## src/rtl/iir_biquad_mac.sv

```systemverilog
// rtl/iir_biquad_mac.sv - time-multiplexed biquad IIR, one MAC per clock over n1,n2,n3,d1,d2.
// Define IIR_SAT_EN to clamp the output to the X_W range instead of wrapping.
`timescale 1ns/1ps
module iir_biquad_mac #(
   parameter int X_W    = 16,
   parameter int COEF_W = 32,
   parameter int FRAC   = 16,
   parameter int ACC_W  = 52
) (
   input  logic                     clk,
   input  logic                     reset,
   input  logic signed [X_W-1:0]    x_in,
   input  logic                     x_valid,
   input  logic signed [COEF_W-1:0] coef_in,
   output logic                     coef_enable,
   output logic signed [X_W-1:0]    y_out,
   output logic                     y_valid,
   output logic                     busy,
   output logic                     overrun
);

   localparam int P_W = X_W + COEF_W;
   localparam logic signed [ACC_W-1:0] HALF = ACC_W'(1) <<< (FRAC - 1);
   localparam logic signed [ACC_W-1:0] MAXV = (ACC_W'(1) <<< (X_W - 1)) - ACC_W'(1);
   localparam logic signed [ACC_W-1:0] MINV = -(ACC_W'(1) <<< (X_W - 1));

   typedef enum logic [1:0] {S_IDLE, S_MAC, S_OUT} state_t;

   state_t                  r_state;
   state_t                  w_state_nxt;
   logic [2:0]              r_idx;
   logic signed [ACC_W-1:0] r_acc;
   logic signed [X_W-1:0]   r_x0, r_x1, r_x2, r_y1, r_y2;
   logic signed [X_W-1:0]   r_y_out;
   logic                    r_y_valid;
   logic                    r_overrun;

   logic signed [X_W-1:0]   w_operand;
   logic signed [P_W-1:0]   w_prod;
   logic signed [ACC_W-1:0] w_prod_ext;
   logic signed [ACC_W-1:0] w_shift;
   logic signed [X_W-1:0]   w_y_new;

   // Operand order must match the ROM rotation n1, n2, n3, d1, d2.
   always_comb begin
      w_operand = r_x0;
      case (r_idx)
         3'd0:    w_operand = r_x0;
         3'd1:    w_operand = r_x1;
         3'd2:    w_operand = r_x2;
         3'd3:    w_operand = r_y1;
         3'd4:    w_operand = r_y2;
         default: w_operand = r_x0;
      endcase
   end

   assign w_prod     = P_W'($signed(coef_in)) * P_W'($signed(w_operand));
   assign w_prod_ext = {{(ACC_W - P_W){w_prod[P_W-1]}}, w_prod};
   assign w_shift    = (r_acc + HALF) >>> FRAC;

`ifdef IIR_SAT_EN
   always_comb begin
      w_y_new = w_shift[X_W-1:0];
      if (w_shift > MAXV)
         w_y_new = MAXV[X_W-1:0];
      else if (w_shift < MINV)
         w_y_new = MINV[X_W-1:0];
   end
`else
   assign w_y_new = w_shift[X_W-1:0];
`endif

   always_comb begin
      w_state_nxt = r_state;
      case (r_state)
         S_IDLE:  if (x_valid) w_state_nxt = S_MAC;
         S_MAC:   if (r_idx == 3'd4) w_state_nxt = S_OUT;
         S_OUT:   w_state_nxt = S_IDLE;
         default: w_state_nxt = S_IDLE;
      endcase
   end

   always_ff @(posedge clk or posedge reset) begin
      if (reset)
         r_state <= S_IDLE;
      else
         r_state <= w_state_nxt;
   end

   always_ff @(posedge clk or posedge reset) begin
      if (reset) begin
         r_idx     <= 3'd0;
         r_acc     <= '0;
         r_x0      <= '0;
         r_x1      <= '0;
         r_x2      <= '0;
         r_y1      <= '0;
         r_y2      <= '0;
         r_y_out   <= '0;
         r_y_valid <= 1'b0;
         r_overrun <= 1'b0;
      end else begin
         r_y_valid <= 1'b0;
         if (x_valid && (r_state != S_IDLE))
            r_overrun <= 1'b1;
         case (r_state)
            S_IDLE: begin
               if (x_valid) begin
                  r_x0  <= x_in;
                  r_acc <= '0;
                  r_idx <= 3'd0;
               end
            end
            S_MAC: begin
               r_acc <= r_acc + w_prod_ext;
               r_idx <= (r_idx == 3'd4) ? 3'd0 : r_idx + 3'd1;
            end
            S_OUT: begin
               r_y_out   <= w_y_new;
               r_y_valid <= 1'b1;
               r_x2      <= r_x1;
               r_x1      <= r_x0;
               r_y2      <= r_y1;
               r_y1      <= w_y_new;
            end
            default: ;
         endcase
      end
   end

   // Decoded from the state register so the ROM steps on the same edge its coefficient is consumed.
   assign coef_enable = (r_state == S_MAC);
   assign busy        = (r_state != S_IDLE);
   assign y_out       = r_y_out;
   assign y_valid     = r_y_valid;
   assign overrun     = r_overrun;

endmodule

```

## config.mk

```make
export PLATFORM = sky130hd
export DESIGN_NAME = iir_biquad_mac
export DESIGN_NICKNAME = d
export VERILOG_FILES = /design/src/rtl/iir_biquad_mac.sv
export SDC_FILE = /design/constraint.sdc
export NUM_CORES = 1
export LEC_CHECK = 0
export BUFFER_PORTS_ARGS = -buffer_cell sky130_fd_sc_hd__buf_2
export CAP_MARGIN = 20
export CELL_PAD_IN_SITES_DETAIL_PLACEMENT = 1
export CELL_PAD_IN_SITES_GLOBAL_PLACEMENT = 2
export CORE_MARGIN = 8
export CORE_UTILIZATION = 37
export CTS_CLUSTER_SIZE = 30
export DETAILED_ROUTE_END_ITERATION = 10
export GPL_TIMING_DRIVEN = 0
export PLACE_DENSITY = 0.77
export RECOVER_POWER = 50
export SLEW_MARGIN = 30
export SYNTH_ARGS = -nofsm -noshare
export SYNTH_HDL_FRONTEND = slang
export SYNTH_SLANG_ARGS = --single-unit
```

## constraint.sdc

```tcl
create_clock -name clk -period 7.9 [get_ports clk]
set_input_delay 0 -clock clk [delete_from_list [all_inputs] [get_ports clk]]
set_output_delay 0 -clock clk [all_outputs]
set_load 0.05 [all_outputs]
```

=== Word level (Yosys, flattened, before mapping) ===
Index checks and enable logic that the tools add are counted.

* Register bits: 139
* Bits of input ports: 51
* Word-level logic and storage cells: 39
* Output and inout bits: 20

* Mux-type cells: 10
* Equal/unequal tests: 8
* Reduce and logical (&&, ||, !) cells: 7
* $mul: 1
* $add $sub $neg: 3

{| class="wikitable"
|+ Operators by type and width
! cell !! count
|-
| $pmux 52 s2 || 1
|-
| $pmux 16 s4 || 1
|-
| $add 52x48->52 || 1
|-
| $mux 52 || 1
|-
| $mul 32x16->48 || 1
|-
| $add 32x17->32 const B || 1
|-
| $eq 3x2->1 const B || 2
|-
| $mux 3 || 2
|-
| $pmux 3 s2 || 1
|-
| $reduce_and 2->1 || 3
|-
| $mux 2 || 2
|-
| $pmux 2 s2 || 1
|-
| $reduce_bool 2->1 || 2
|-
| $add 3x1->3 const B || 1
|-
| $eq 3x1->1 const B || 1
|-
| $eq 3x3->1 const B || 1
|-
| $eq 2x1->1 const B || 1
|-
| $eq 2x2->1 const B || 1
|-
| $logic_not 2->1 || 1
|-
| $ne 2x1->1 const B || 1
|-
| $ne 2x2->1 const B || 1
|-
| $logic_and 1x1->1 || 1
|-
| $mux 1 || 1
|}

=== Depth between registers and ports, before layout ===
Gate-level depths: netlist of run 1.

* Depth in word-level cells: 5
* Gate-level depth with buffers: 34
* Gate-level depth less buffers: 28

=== Worst setup path before layout of run 1 ===
No wires, ideal clock.

* Path type: reg-to-reg
* Start: register r_idx[2]
* End: register r_acc[28]
* Clock period less this slack: 7.475 ns
* Stages on the path, launching flop included: 34
* Required time: 7.778 ns
* Path buffers: 6
* Setup time: 0.122 ns
* Slack: 0.425 ns
* Arrival time: 7.354 ns
* Cell sequence: dfrtp_1 > buf_4 > buf_4 > buf_4 > inv_1 > ha_1 > clkbuf_1 > clkbuf_1 > a32oi_1 > o21ai_0 > mux2_2 > clkbuf_1 > nand2_1 > fa_1 > inv_1 > fa_1 > inv_1 > fa_1 > inv_1 > fa_1 > fa_1 > inv_1 > fa_1 > inv_1 > ha_1 > a21o_1 > a21o_1 > a21oi_1 > o211ai_1 > a21oi_1 > nor3_1 > o31ai_1 > nand3_1 > a32o_1

* Longest elaborated chain between the ends: 5
* Elaborated cells on any way between the ends: 8
* Those cells by class: add/sub (1); mul (1); eq/ne (4); mux (2)

{| class="wikitable"
|+ RTL lines
! what !! RTL line !! RTL
|-
| start, declared || 31 || <nowiki>logic [2:0] r_idx;</nowiki>
|-
| start signal, assigned || 116 || <nowiki>r_idx <= (r_idx == 3'd4) ? 3'd0 : r_idx + 3'd1;</nowiki>
|-
| $eq 3x3->1 (tied with other cells) || 47 || <nowiki>case (r_idx)</nowiki>
|-
| $pmux 16 s4 (*) || 47 ||
|-
| $mul 32x16->48 (*) || 57 || <nowiki>assign w_prod = P_W'($signed(coef_in)) * P_W'($signed(w_operand));</nowiki>
|-
| $add 52x48->52 (*) || 115 || <nowiki>r_acc <= r_acc + w_prod_ext;</nowiki>
|-
| $pmux 52 s2 (*) || 106 || <nowiki>case (r_state)</nowiki>
|-
| end signal, assigned || 115 ||
|-
| end, declared || 32 || <nowiki>logic signed [ACC_W-1:0] r_acc;</nowiki>
|}

Mark *: on every way between the ends. The rest lies on a longest branch, timed or not.
A chain may end at the register's enable or synchronous reset.

=== Worst setup path after layout of run 1 ===
* Start: register r_idx[2]
* End: register r_acc[29]

The elaborated chain is that of the path after synthesis.

==> results of run 1 <==
==> per-stage QoR <==
stage               setup WS [ns]  utilization, %  hold slack, ns
detailed placement          -1.74            39.8          0.0257
global placement            -1.62            39.7           0.232
floorplan                   0.425               -           0.117
global route              -0.0448            42.7           0.243
finish                      0.273            42.7           0.218
CTS                       0.00602            42.0           0.127
==> synth_stat cells (all sizes together), types with 6 or more instances <==
| cell | n |
|---|---|
| nand2 | 434 |
| inv | 428 |
| fa | 334 |
| dfrtp | 119 |
| and2 | 111 |
| ha | 103 |
| clkbuf | 83 |
| o21ai | 60 |
| nor2b | 43 |
| nand3 | 34 |
| a21oi | 31 |
| nor2 | 29 |
| xnor2 | 29 |
| xor2 | 27 |
| mux2 | 25 |
| a21o | 17 |
| buf | 15 |
| a22oi | 12 |
| nand2b | 12 |
| o211ai | 10 |
| a32oi | 7 |
| and3 | 7 |
| xnor3 | 7 |
| o21bai | 6 |
| or2 | 6 |
==> logic make-up (layout without fill, tap and decap cells) <==
| group | count (synthesis) | in the layout | share of synthesized area (%) |
|---|---|---|---|
| other | 0 | 2 | 0 |
| DFF | 119 | 119 | 16.4 |
| buffers and inverters | 526 | 663 | 11.1 |
| xor gates and xnor gates | 63 | 63 | 3.57 |
| and+or+nand+nor | 689 | 689 | 17.2 |
| adders and majority gates | 437 | 437 | 43.9 |
| AOI/OAI and AO/OA | 175 | 175 | 6.23 |
| muxes | 26 | 26 | 1.67 |
==> worst min-delay path, cell delays in order <==
cell and delay [ns]:
sky130_fd_sc_hd__buf_2 0.23, sky130_fd_sc_hd__and2_1 0.17, sky130_fd_sc_hd__ha_1 0.11, sky130_fd_sc_hd__nand2_1 0.04, sky130_fd_sc_hd__nand2_1 0.04
==> flip-flops by register name, summed over array words and instances (netlist names) <==
register,flops
r_acc,32
r_y2,16
r_x1,16
r_idx,3
r_x0,16
r_state,2
y_valid,1
overrun,1
r_x2,16
y_out,16
==> cell type report <==
| cell class | instances | area (um^2) |
|---|---|---|
| Timing Repair Buffer | 111 | 732 |
| Sequential cell | 119 | 2980 |
| Multi-Input combinational cell | 1390 | 13500 |
| Clock inverter | 9 | 103 |
| Clock buffer | 21 | 460 |
| Fill cell | 5734 | 27900 |
| Buffer | 94 | 536 |
| Antenna cell | 2 | 5.00 |
| Tap cell | 664 | 831 |
| Inverter | 428 | 1610 |
==> final timing paths <==
| path | start | endpoint | slack, ns | cells after the start |
|---|---|---|---|---|
| hold / removal | coef_in[0] | r_acc[1] | 0.22 | 5 |
| min in group asynchronous | reset | r_x1[7] | 0.68 | 3 |
| setup reg to reg | r_idx[2] | r_acc[29] | 0.27 | 29 |
| max in group asynchronous | reset | r_acc[31] | 2.61 | 4 |
| setup / recovery | r_idx[2] | r_acc[29] | 0.27 | 29 |
| hold reg to reg | overrun | overrun | 0.46 | 1 |
==> repair_timing <==
action | 4_1_cts | 5_1_grt
pin swaps | 7 | 17
setup endpoints to repair | 22 | 10
buffers inserted | 13 | 11
endpoints found under the hold margin | 99 | 0
gates resized for setup | 77 | 76
cloned | 0 | 1
hold buffers | 18 | 0
==> routing by layer <==
layer	global-route usage [%]	vias up	share of wire (%)
li1	-	6322	-
met1	28.5	7476	42
met2	39.2	304	51
met3	3.31	83	4.5
met4	7.00	2	2.8
met5	0	-	0.021
==> out/qor.tcl, run 1 <==
set qor(post-place-cells) 2767
set qor(drive_gt1_share_pct) 10.6
set qor(gp_routability_congestion) 0.871
set qor(syn2layout_area_growth_pct) 14.5
set qor(die_area_mm2) 0.0564
set qor(yosys-top-cells-area) {sky130_fd_sc_hd__fa_1 (37%), sky130_fd_sc_hd__dfrtp_1 (16%), sky130_fd_sc_hd__nand2_1 (9.0%)}
set qor(critical_path.most_common_cell) {sky130_fd_sc_hd__fa_1}
set qor(min_period_over_period_pct) 96.5
set qor(wire_per_inst_um) 22.0
set qor(run_status) {finished, violations left}
set qor(critical-path-slowest-cell) {sky130_fd_sc_hd__fa_1}
set qor(fmax_mhz) 131
set qor(coreArea_mm2) 0.0487
set qor(grt_max_degree) 75
set qor(post_dp_cell_area_mm2) 0.0194
set qor(die_h_um) 238
set qor(setup-violations-final) 0
set qor(ys_async_sr_fraction_pct) 100
set qor(detailedRoute.firstPassIterationCount) 4
set qor(ys.flop_type) {sky130_fd_sc_hd__dfrtp_1}
set qor(first_iter_violations) 765
set qor(syn-num-nets) 2523
set qor(syn-mean-instance-area_um2) 8.93
set qor(clkTransAtPathRegs_ns) 0.06
set qor(worstSetupEndpointType) {flip-flop}
set qor(groute.usage.overall_pct) 22.4
set qor(critical_path_class) {reg -> reg}
set qor(final_cell_area_mm2) 0.0208
set qor(portion_of_synthesized_cell_area_occupied_by_the_leading_cell_type_pct) 36.8
set qor(grt_setup_unrepaired) {yes}
set qor(drt_drc_violations_left) 0
set qor(most_frequent_standard_cell_in_the_layout_excluding_fill_and_tap_cells) {sky130_fd_sc_hd__nand2_1}
set qor(max_clock_skew_ns) 0.0110
set qor(antenna_violating_nets_post_route) 0
set qor(num_vias) 14200
set qor(cpLargestDelayFamily) {adder cells}
set qor(layout_min_cycle_time_ns) 7.63
set qor(synth_warnings) 0
set qor(finalHoldViolCount) 0
set qor(mostFrequentLayoutCells) {sky130_fd_sc_hd__nand2_1 (432), sky130_fd_sc_hd__inv_1 (427), sky130_fd_sc_hd__fa_1 (332)}
set qor(globalRoute.totalOverflow) 0
set qor(cts.path.max_buffers) 2
set qor(clock_insertion_delay_worst_skew_ns) 0.42
set qor(cap_violations) 2
set qor(grt_antenna_before_repair) 5
set qor(port_buffer_count) 67
set qor(core.rowCount) 81
set qor(die_width_um) 238
set qor(start_util_pct) 37.3
set qor(postSynthCellCount) 2035
set qor(critical-path-max-stage-delay_ns) 0.59
set qor(number_of_global_route_vias_before_repair) 16000
set qor(critPathMaxFanout) 10
set qor(holdCritPathClass) {in -> reg}
set qor(finalMaxSlewViolations) 122
set qor(synth_sequential_area_ratio_pct) 16.4
set qor(first_pass_grt_wire_length_um) 95700
set qor(syn-cell-area_mm2) 0.0182
set qor(cp_num_buf_inv) 8
set qor(violations_in_the_final_reports) {max-capacitance violations, max-slew violations}
set qor(worstSetupStartpointType) {flip-flop}
set qor(crit_arrival_ns) 7.90
set qor(final_net_count) 2649
set qor(synth_edf_count) 0
set qor(synth.largest_area_cell) {sky130_fd_sc_hd__fa_1}
set qor(worstMarginPinSlew_ns) 4.10
set qor(clkSinkCount) 119
set qor(viasPerCell) 5.00
set qor(route.final.wire_length_um) 62400
set qor(root_buffer) {sky130_fd_sc_hd__clkbuf_16}
set qor(synth.distinct_cells) 53
set qor(timing.setup.tns_ns) 0
set qor(synth_seq_cells) 119
set qor(data_required_time_of_the_worst_path_ns) 8.17
set qor(cts_htree_levels) 4
set qor(cts_buffers) 17
set qor(finalNonFillerCells) 2838
set qor(pin_count) 71
set qor(worst_slew_margin_rel_pct) -173
set qor(half_perimeter_wire_length_after_placement_um) 50300
set qor(cts_tree) {yes}
Power of run 1 is left out: the tool's default activity adds up to more than one toggle a clock period on the data nets, which glitch-free logic cannot reach.
==> run 2: changes to the inputs <==
--- a/config.mk
+++ b/config.mk
@@ -5,16 +5,16 @@
 export SDC_FILE = /design/constraint.sdc
 export NUM_CORES = 1
 export LEC_CHECK = 0
+export ABC_AREA = 1
 export BUFFER_PORTS_ARGS = -buffer_cell sky130_fd_sc_hd__buf_2
 export CAP_MARGIN = 20
 export CELL_PAD_IN_SITES_DETAIL_PLACEMENT = 1
 export CELL_PAD_IN_SITES_GLOBAL_PLACEMENT = 2
 export CORE_MARGIN = 8
-export CORE_UTILIZATION = 37
+export CORE_UTILIZATION = 35
 export CTS_CLUSTER_SIZE = 30
 export DETAILED_ROUTE_END_ITERATION = 10
-export GPL_TIMING_DRIVEN = 0
-export PLACE_DENSITY = 0.77
+export PLACE_DENSITY = 0.76
 export RECOVER_POWER = 50
 export SLEW_MARGIN = 30
 export SYNTH_ARGS = -nofsm -noshare
==> run 2 against run 1 <==
The run still ends with max-capacitance violations, max-slew violations left. Critical endpoint is now r_acc[31]. Final area decreased by 2.0%. Count of clock-buffer cells in the layout decreased by 4. Largest cell class unchanged. Wire length increased by 1.9%.
==> out/qor.tcl, run 2 <==
set qor(run_status) {finished, violations left} ;# unchanged
set qor(violations_in_the_final_reports) {max-capacitance violations, max-slew violations} ;# unchanged
set qor(timing.setup.tns_ns) 0 ;# unchanged
set qor(cts_tree) {yes} ;# unchanged
set qor(ys.flop_type) {sky130_fd_sc_hd__dfrtp_1} ;# unchanged
set qor(start_util_pct) 35.5 ;# was 37.3%
set qor(worstMarginPinSlew_ns) 3.62 ;# was 4.10 ns
set qor(globalRoute.totalOverflow) 0 ;# unchanged
set qor(cts_htree_levels) 4 ;# unchanged
set qor(cp_num_buf_inv) 11 ;# was 8
set qor(post_synth_most_frequent_cells) {sky130_fd_sc_hd__inv_1 (568), sky130_fd_sc_hd__nand2_1 (514), sky130_fd_sc_hd__fa_1 (334)} ;# was sky130_fd_sc_hd__nand2_1 (434), sky130_fd_sc_hd__inv_1 (428), sky130_fd_sc_hd__fa_1 (334)
set qor(crit_arrival_ns) 7.93 ;# was 7.90 ns
set qor(synthMostInstantiatedCell) {sky130_fd_sc_hd__inv_1} ;# was sky130_fd_sc_hd__nand2_1
set qor(groute.usage.overall_pct) 21.8 ;# was 22.4%
set qor(antenna_violating_nets_post_route) 0 ;# unchanged
set qor(critical-path-slowest-cell) {sky130_fd_sc_hd__fa_1} ;# unchanged
set qor(cts.path.max_buffers) 2 ;# unchanged
set qor(gp_routability_congestion) 0.874 ;# was 0.871
set qor(coreArea_mm2) 0.0514 ;# was 0.0487 mm^2
set qor(clock_insertion_delay_worst_skew_ns) 0.45 ;# was 0.42 ns
set qor(final_net_count) 2886 ;# was 2649
set qor(pin_count) 71 ;# unchanged
set qor(data_required_time_of_the_worst_path_ns) 8.28 ;# was 8.17 ns
set qor(max_clock_skew_ns) 0.00820 ;# was 0.0110 ns
set qor(yosys-top-cells-area) {sky130_fd_sc_hd__fa_1 (37%), sky130_fd_sc_hd__dfrtp_1 (16%), sky130_fd_sc_hd__inv_1 (12%)} ;# was sky130_fd_sc_hd__fa_1 (37%), sky130_fd_sc_hd__dfrtp_1 (16%), sky130_fd_sc_hd__nand2_1 (9.0%)
set qor(finalMaxSlewViolations) 194 ;# was 122
set qor(largest_register_ffs) 32 ;# unchanged
set qor(worstSetupStartpointType) {flip-flop} ;# unchanged
set qor(first_pass_grt_wire_length_um) 100000 ;# was 95700 um
set qor(worstSetupEndpointType) {flip-flop} ;# unchanged
set qor(synth_sequential_area_ratio_pct) 16.3 ;# was 16.4%
set qor(synth.largest_area_cell) {sky130_fd_sc_hd__fa_1} ;# unchanged
set qor(critPathMaxFanout) 18 ;# was 10
set qor(worst_slew_margin_rel_pct) -142 ;# was -173%
set qor(die_area_mm2) 0.0597 ;# was 0.0564 mm^2
set qor(root_buffer) {sky130_fd_sc_hd__clkbuf_16} ;# unchanged
set qor(port_buffer_count) 70 ;# was 67
set qor(num_vias) 15100 ;# was 14200
set qor(postSynthCellCount) 2314 ;# was 2035
set qor(die_width_um) 244 ;# was 238 um
set qor(synth_edf_count) 0 ;# unchanged
set qor(mostFrequentLayoutCells) {sky130_fd_sc_hd__inv_1 (562), sky130_fd_sc_hd__nand2_1 (513), sky130_fd_sc_hd__fa_1 (334)} ;# was sky130_fd_sc_hd__nand2_1 (432), sky130_fd_sc_hd__inv_1 (427), sky130_fd_sc_hd__fa_1 (332)
set qor(final_layout_fill_cell_count) 6253 ;# was 5734
set qor(critical-path-max-stage-delay_ns) 0.54 ;# was 0.59 ns
set qor(most_frequent_standard_cell_in_the_layout_excluding_fill_and_tap_cells) {sky130_fd_sc_hd__inv_1} ;# was sky130_fd_sc_hd__nand2_1
set qor(cts_buffers) 17 ;# unchanged
set qor(first_iter_violations) 783 ;# was 765
set qor(clkSinkCount) 119 ;# unchanged
set qor(holdCritPathClass) {in -> reg} ;# unchanged
set qor(wire_per_inst_um) 20.6 ;# was 22.0 um
set qor(regMostFlops) {r_acc} ;# unchanged
set qor(setup-violations-final) 0 ;# unchanged
set qor(fmax_mhz) 133 ;# was 131 MHz
set qor(syn-cell-area_mm2) 0.0183 ;# was 0.0182 mm^2
set qor(detailedRoute.firstPassIterationCount) 5 ;# was 4
set qor(syn-mean-instance-area_um2) 7.89 ;# was 8.93 um^2
set qor(number_of_global_route_vias_before_repair) 17100 ;# was 16000
set qor(cap_violations) 3 ;# was 2
set qor(min_period_over_period_pct) 95.5 ;# was 96.5%
set qor(synth.distinct_cells) 41 ;# was 53
set qor(portion_of_synthesized_cell_area_occupied_by_the_leading_cell_type_pct) 36.6 ;# was 36.8%
set qor(drive_gt1_share_pct) 6.84 ;# was 10.6%
set qor(synth_warnings) 0 ;# unchanged
set qor(die_h_um) 244 ;# was 238 um
set qor(clkTransAtPathRegs_ns) 0.06 ;# about the same
set qor(critical_path.most_common_cell) {sky130_fd_sc_hd__inv_1} ;# was sky130_fd_sc_hd__fa_1
set qor(half_perimeter_wire_length_after_placement_um) 52800 ;# was 50300 um
set qor(synth_seq_cells) 119 ;# unchanged
set qor(cpLargestDelayFamily) {adder cells} ;# unchanged
set qor(route.final.wire_length_um) 63500 ;# was 62400 um
set qor(finalHoldViolCount) 0 ;# unchanged
set qor(grt_max_degree) 95 ;# was 75
set qor(syn-num-nets) 2802 ;# was 2523
set qor(viasPerCell) 4.89 ;# was 5.00
set qor(syn2layout_area_growth_pct) 11.6 ;# was 14.5%
set qor(core.rowCount) 83 ;# was 81
set qor(grt_antenna_before_repair) 0 ;# was 5
set qor(ys_async_sr_fraction_pct) 100 ;# unchanged
set qor(critical_path_class) {reg -> reg} ;# unchanged
set qor(grt_setup_unrepaired) {no} ;# was yes
set qor(drt_drc_violations_left) 0 ;# unchanged
set qor(n_antenna_cell) 0 ;# was 2
set qor(layout_min_cycle_time_ns) 7.55 ;# was 7.63 ns
-- run 2: layout make-up --
cell class	count	area (um^2)	area share, %
tap	680	851	4.17
timing repair buffer	142	967	4.74
sequential	119	2980	14.6
clock inverter	15	166	0.816
multi-input combinational	1538	12800	62.8
clock buffer	17	425	2.09
inverter	580	2200	10.8
-- run 2: metal layers --
metal	track usage, %	vias up	wire (um)
met3	2.61	88	1970
met4	6.47	0	1780
met2	37.7	256	31600
li1	-	6951	-
met1	28.4	7814	28200
met5	0	-	0
-- run 2: final timing paths --
kind                              to  depth (start not counted)  slack, ns  startpoint
max                        r_acc[31]                         32       0.35    r_idx[1]
min                          r_x0[8]                          4       0.33     x_in[8]
max reg2reg                r_acc[31]                         32       0.35    r_idx[1]
min reg2reg                  overrun                          1       0.47     overrun
max in group asynchronous   r_idx[2]                          4       5.09       reset
min in group asynchronous   r_x1[14]                          3       0.94       reset
-- run 2: kinds of logic (layout without fill, tap and decap cells) --
logic type	count (synthesis)	in the layout	synth area share (%)
AOI/OAI and AO/OA	208	208	6.23
xor gates and xnor gates	20	20	0.959
adders and majority gates	437	437	43.7
buffers and inverters	657	754	13.7
DFF	119	119	16.3
and+or+nand+nor	873	873	19.1
-- run 2: stage by stage --
stage	util, %	area [um^2]	cells	setup WS, ns	hold WS, ns
after floorplan	-	18300	2314	0.981	0.121
after global placement	38.0	19500	3033	0.188	0.213
after detailed placement	38.0	19500	3033	0.0597	0.221
after CTS	39.5	20300	3083	0.0546	0.280
after global routing	39.7	20400	3091	0.00405	0.339
final	39.7	20400	3091	0.354	0.333
-- run 2: timing repair --
item	CTS	global route
endpoints found under the setup margin	0	13
resized for setup	0	16
buffers inserted	0	8
hold endpoints to repair	79	0
hold buffers	18	0
-- run 2: worst min-delay path, delay by kind of cell --
kind	cells	cell delay [ns]
AOI/OAI and AO/OA	1	0.10
buffers and inverters	2	0.61
and+or+nand+nor	1	0.03
Power of run 2 is left out for the same reason.
==> run 3: changes to the inputs <==
--- a/config.mk
+++ b/config.mk
@@ -14,7 +14,7 @@
 export CORE_UTILIZATION = 35
 export CTS_CLUSTER_SIZE = 30
 export DETAILED_ROUTE_END_ITERATION = 10
-export PLACE_DENSITY = 0.76
+export PLACE_DENSITY = 0.83
 export RECOVER_POWER = 50
 export SLEW_MARGIN = 30
 export SYNTH_ARGS = -nofsm -noshare
==> run 3 against run 2 <==
The run still ends with max-capacitance violations, max-slew violations left. Global-route usage decreased by 0.39 points. Core utilization down 0.083 points. Hold slack improved by 0.010 ns. Die area unchanged. Via count is 0.65% higher. Non-clock buffer count is 12 lower. Maximum frequency grew 1.3%. Sequential share of layout area is essentially flat. Clock skew rose by 0.0038 ns. Register-to-register slack better by 0.095 ns. Setup slack gained 0.095 ns.
==> out/qor.tcl, run 3 (synthesis results as in run 2) <==
set qor(drt_drc_violations_left) 0 ;# unchanged
set qor(postCtsSetupBuffers) 0 ;# unchanged
set qor(num_vias) 15200 ;# was 15100
set qor(core.rowCount) 83 ;# unchanged
set qor(holdCritPathClass) {in -> reg} ;# unchanged
set qor(post_dp_cell_area_mm2) 0.0195 ;# about the same
set qor(cts_tree) {yes} ;# unchanged
set qor(grt_setup_unrepaired) {no} ;# unchanged
set qor(critPathLaunch) {r_idx[0]} ;# was r_idx[1]
set qor(run_status) {finished, violations left} ;# unchanged
set qor(root_buffer) {sky130_fd_sc_hd__clkbuf_16} ;# unchanged
set qor(worst_slew_margin_rel_pct) -140 ;# was -142%
set qor(cts_buffers) 17 ;# unchanged
set qor(wire_per_inst_um) 20.2 ;# was 20.6 um
set qor(cts.path.max_buffers) 2 ;# unchanged
set qor(gp_routability_congestion) 0.894 ;# was 0.874
set qor(coreArea_mm2) 0.0514 ;# unchanged
set qor(regMostFlops) {r_acc} ;# unchanged
set qor(viasPerCell) 4.94 ;# was 4.89
set qor(number_of_global_route_vias_before_repair) 17100 ;# about the same
set qor(critical-path-max-stage-delay_ns) 0.54 ;# about the same
set qor(data_required_time_of_the_worst_path_ns) 8.18 ;# was 8.28 ns
set qor(route.final.wire_length_um) 62100 ;# was 63500 um
set qor(critical_path_class) {reg -> reg} ;# unchanged
set qor(clkTransAtPathRegs_ns) 0.06 ;# about the same
set qor(worstSetupStartpointType) {flip-flop} ;# unchanged
set qor(largest_register_ffs) 32 ;# unchanged
set qor(syn2layout_area_growth_pct) 11.4 ;# was 11.6%
set qor(first_pass_grt_wire_length_um) 98900 ;# was 100000 um
set qor(die_area_mm2) 0.0597 ;# unchanged
set qor(half_perimeter_wire_length_after_placement_um) 51800 ;# was 52800 um
set qor(fmax_mhz) 134 ;# was 133 MHz
set qor(die_h_um) 244 ;# unchanged
set qor(first_iter_violations) 941 ;# was 783
set qor(worst_hold_slack_ns) 0.343 ;# was 0.333 ns
set qor(critical-path-slowest-cell) {sky130_fd_sc_hd__fa_1} ;# unchanged
set qor(globalRoute.totalOverflow) 0 ;# unchanged
set qor(timing.setup.tns_ns) 0 ;# unchanged
set qor(clock_insertion_delay_worst_skew_ns) 0.43 ;# was 0.45 ns
set qor(layout_min_cycle_time_ns) 7.45 ;# was 7.55 ns
set qor(crit_arrival_ns) 7.73 ;# was 7.93 ns
set qor(grt_max_degree) 96 ;# was 95
set qor(finalHoldViolCount) 0 ;# unchanged
set qor(clkSinkCount) 119 ;# unchanged
set qor(min_period_over_period_pct) 94.3 ;# was 95.5%
set qor(groute.usage.overall_pct) 21.4 ;# was 21.8%
set qor(final_net_count) 2874 ;# was 2886
set qor(final_cell_area_mm2) 0.0203 ;# was 0.0204 mm^2
set qor(critical_path.most_common_cell) {sky130_fd_sc_hd__nand2_1} ;# was sky130_fd_sc_hd__inv_1
set qor(cp_num_buf_inv) 7 ;# was 11
set qor(n_antenna_cell) 0 ;# unchanged
set qor(mostFrequentLayoutCells) {sky130_fd_sc_hd__inv_1 (562), sky130_fd_sc_hd__nand2_1 (512), sky130_fd_sc_hd__fa_1 (334)} ;# was sky130_fd_sc_hd__inv_1 (562), sky130_fd_sc_hd__nand2_1 (513), sky130_fd_sc_hd__fa_1 (334)
set qor(max_clock_skew_ns) 0.0120 ;# was 0.00820 ns
set qor(hold_path.startpoint) {x_valid} ;# was x_in[8]
set qor(most_frequent_standard_cell_in_the_layout_excluding_fill_and_tap_cells) {sky130_fd_sc_hd__inv_1} ;# unchanged
set qor(cts_htree_levels) 4 ;# unchanged
set qor(pin_count) 71 ;# unchanged
set qor(setup-violations-final) 0 ;# unchanged
set qor(detailedRoute.firstPassIterationCount) 5 ;# unchanged
set qor(worst_r2r_startpoint) {r_idx[0]} ;# was r_idx[1]
set qor(start_util_pct) 35.5 ;# unchanged
set qor(cap_violations) 4 ;# was 3
set qor(final_layout_fill_cell_count) 6287 ;# was 6253
set qor(cpLargestDelayFamily) {adder cells} ;# unchanged
set qor(critPathMaxFanout) 10 ;# was 18
set qor(grt_antenna_before_repair) 0 ;# unchanged
set qor(die_width_um) 244 ;# unchanged
set qor(violations_in_the_final_reports) {max-capacitance violations, max-slew violations} ;# unchanged
set qor(antenna_violating_nets_post_route) 0 ;# unchanged
set qor(worstMarginPinSlew_ns) 3.60 ;# was 3.62 ns
set qor(worstSetupEndpointType) {flip-flop} ;# unchanged
set qor(worst-r2r-setup-slack_ns) 0.45 ;# was 0.35 ns
set qor(port_buffer_count) 70 ;# unchanged
set qor(finalMaxSlewViolations) 220 ;# was 194
set qor(drive_gt1_share_pct) 6.38 ;# was 6.84%
==> run 3: cell count changes in the layout (fill, tap and decap cells not counted), sizes merged <==
cell / before / now
inv: 571 / 569
clkbuf: 38 / 41
bufinv: 2 / 5
clkinv: 16 / 13
buf: 103 / 89
==> run 3: through the flow <==
step | std cells | utilization (%) | worst slack (ns)
after detailed placement | 3029 | 37.9 | 0.170
after global routing | 3078 | 39.6 | 0.00664
after CTS | 3078 | 39.6 | 0.106
final | 3078 | 39.6 | 0.449
after global placement | 3028 | 37.9 | 0.386
after floorplan | 2314 | - | 0.981
==> run 3: final cells by class <==
cell class | instances | area (um^2) | share of cell area, %
timing repair buffer | 130 | 847 | 4.16
clock buffer | 18 | 429 | 2.11
tap | 680 | 851 | 4.18
multi-input combinational | 1538 | 12800 | 63.0
inverter | 580 | 2190 | 10.8
sequential | 119 | 2980 | 14.6
clock inverter | 13 | 219 | 1.08
==> run 3: worst min-delay path, stage by stage <==
cell	delay, ns
sky130_fd_sc_hd__dlygate4sd3_1	0.52
sky130_fd_sc_hd__buf_2	0.11
sky130_fd_sc_hd__a21o_1	0.10
==> run 3: layer usage <==
| metal | global-route usage [%] | routed length, um | vias to the layer above |
|---|---|---|---|
| met5 | 0 | 0 | - |
| met4 | 8.13 | 2440 | 0 |
| met3 | 3.91 | 3310 | 106 |
| met2 | 36.1 | 30400 | 372 |
| met1 | 27.1 | 26000 | 7802 |
| li1 | - | - | 6927 |
==> run 3: what timing repair did <==
action | CTS | global route
hold buffers | 18 | 0
endpoints found under the hold margin | 65 | 0
endpoints found under the setup margin | 0 | 11
gates resized for setup | 0 | 18
==> run 3: worst paths after layout <==
check | end | depth (start not counted)
min in group asynchronous | y_valid | 3
min reg2reg | overrun | 1
max | r_acc[28] | 32
max reg2reg | r_acc[28] | 32
min | overrun | 3
max in group asynchronous | r_acc[11] | 5
Power of run 3 is left out for the same reason.
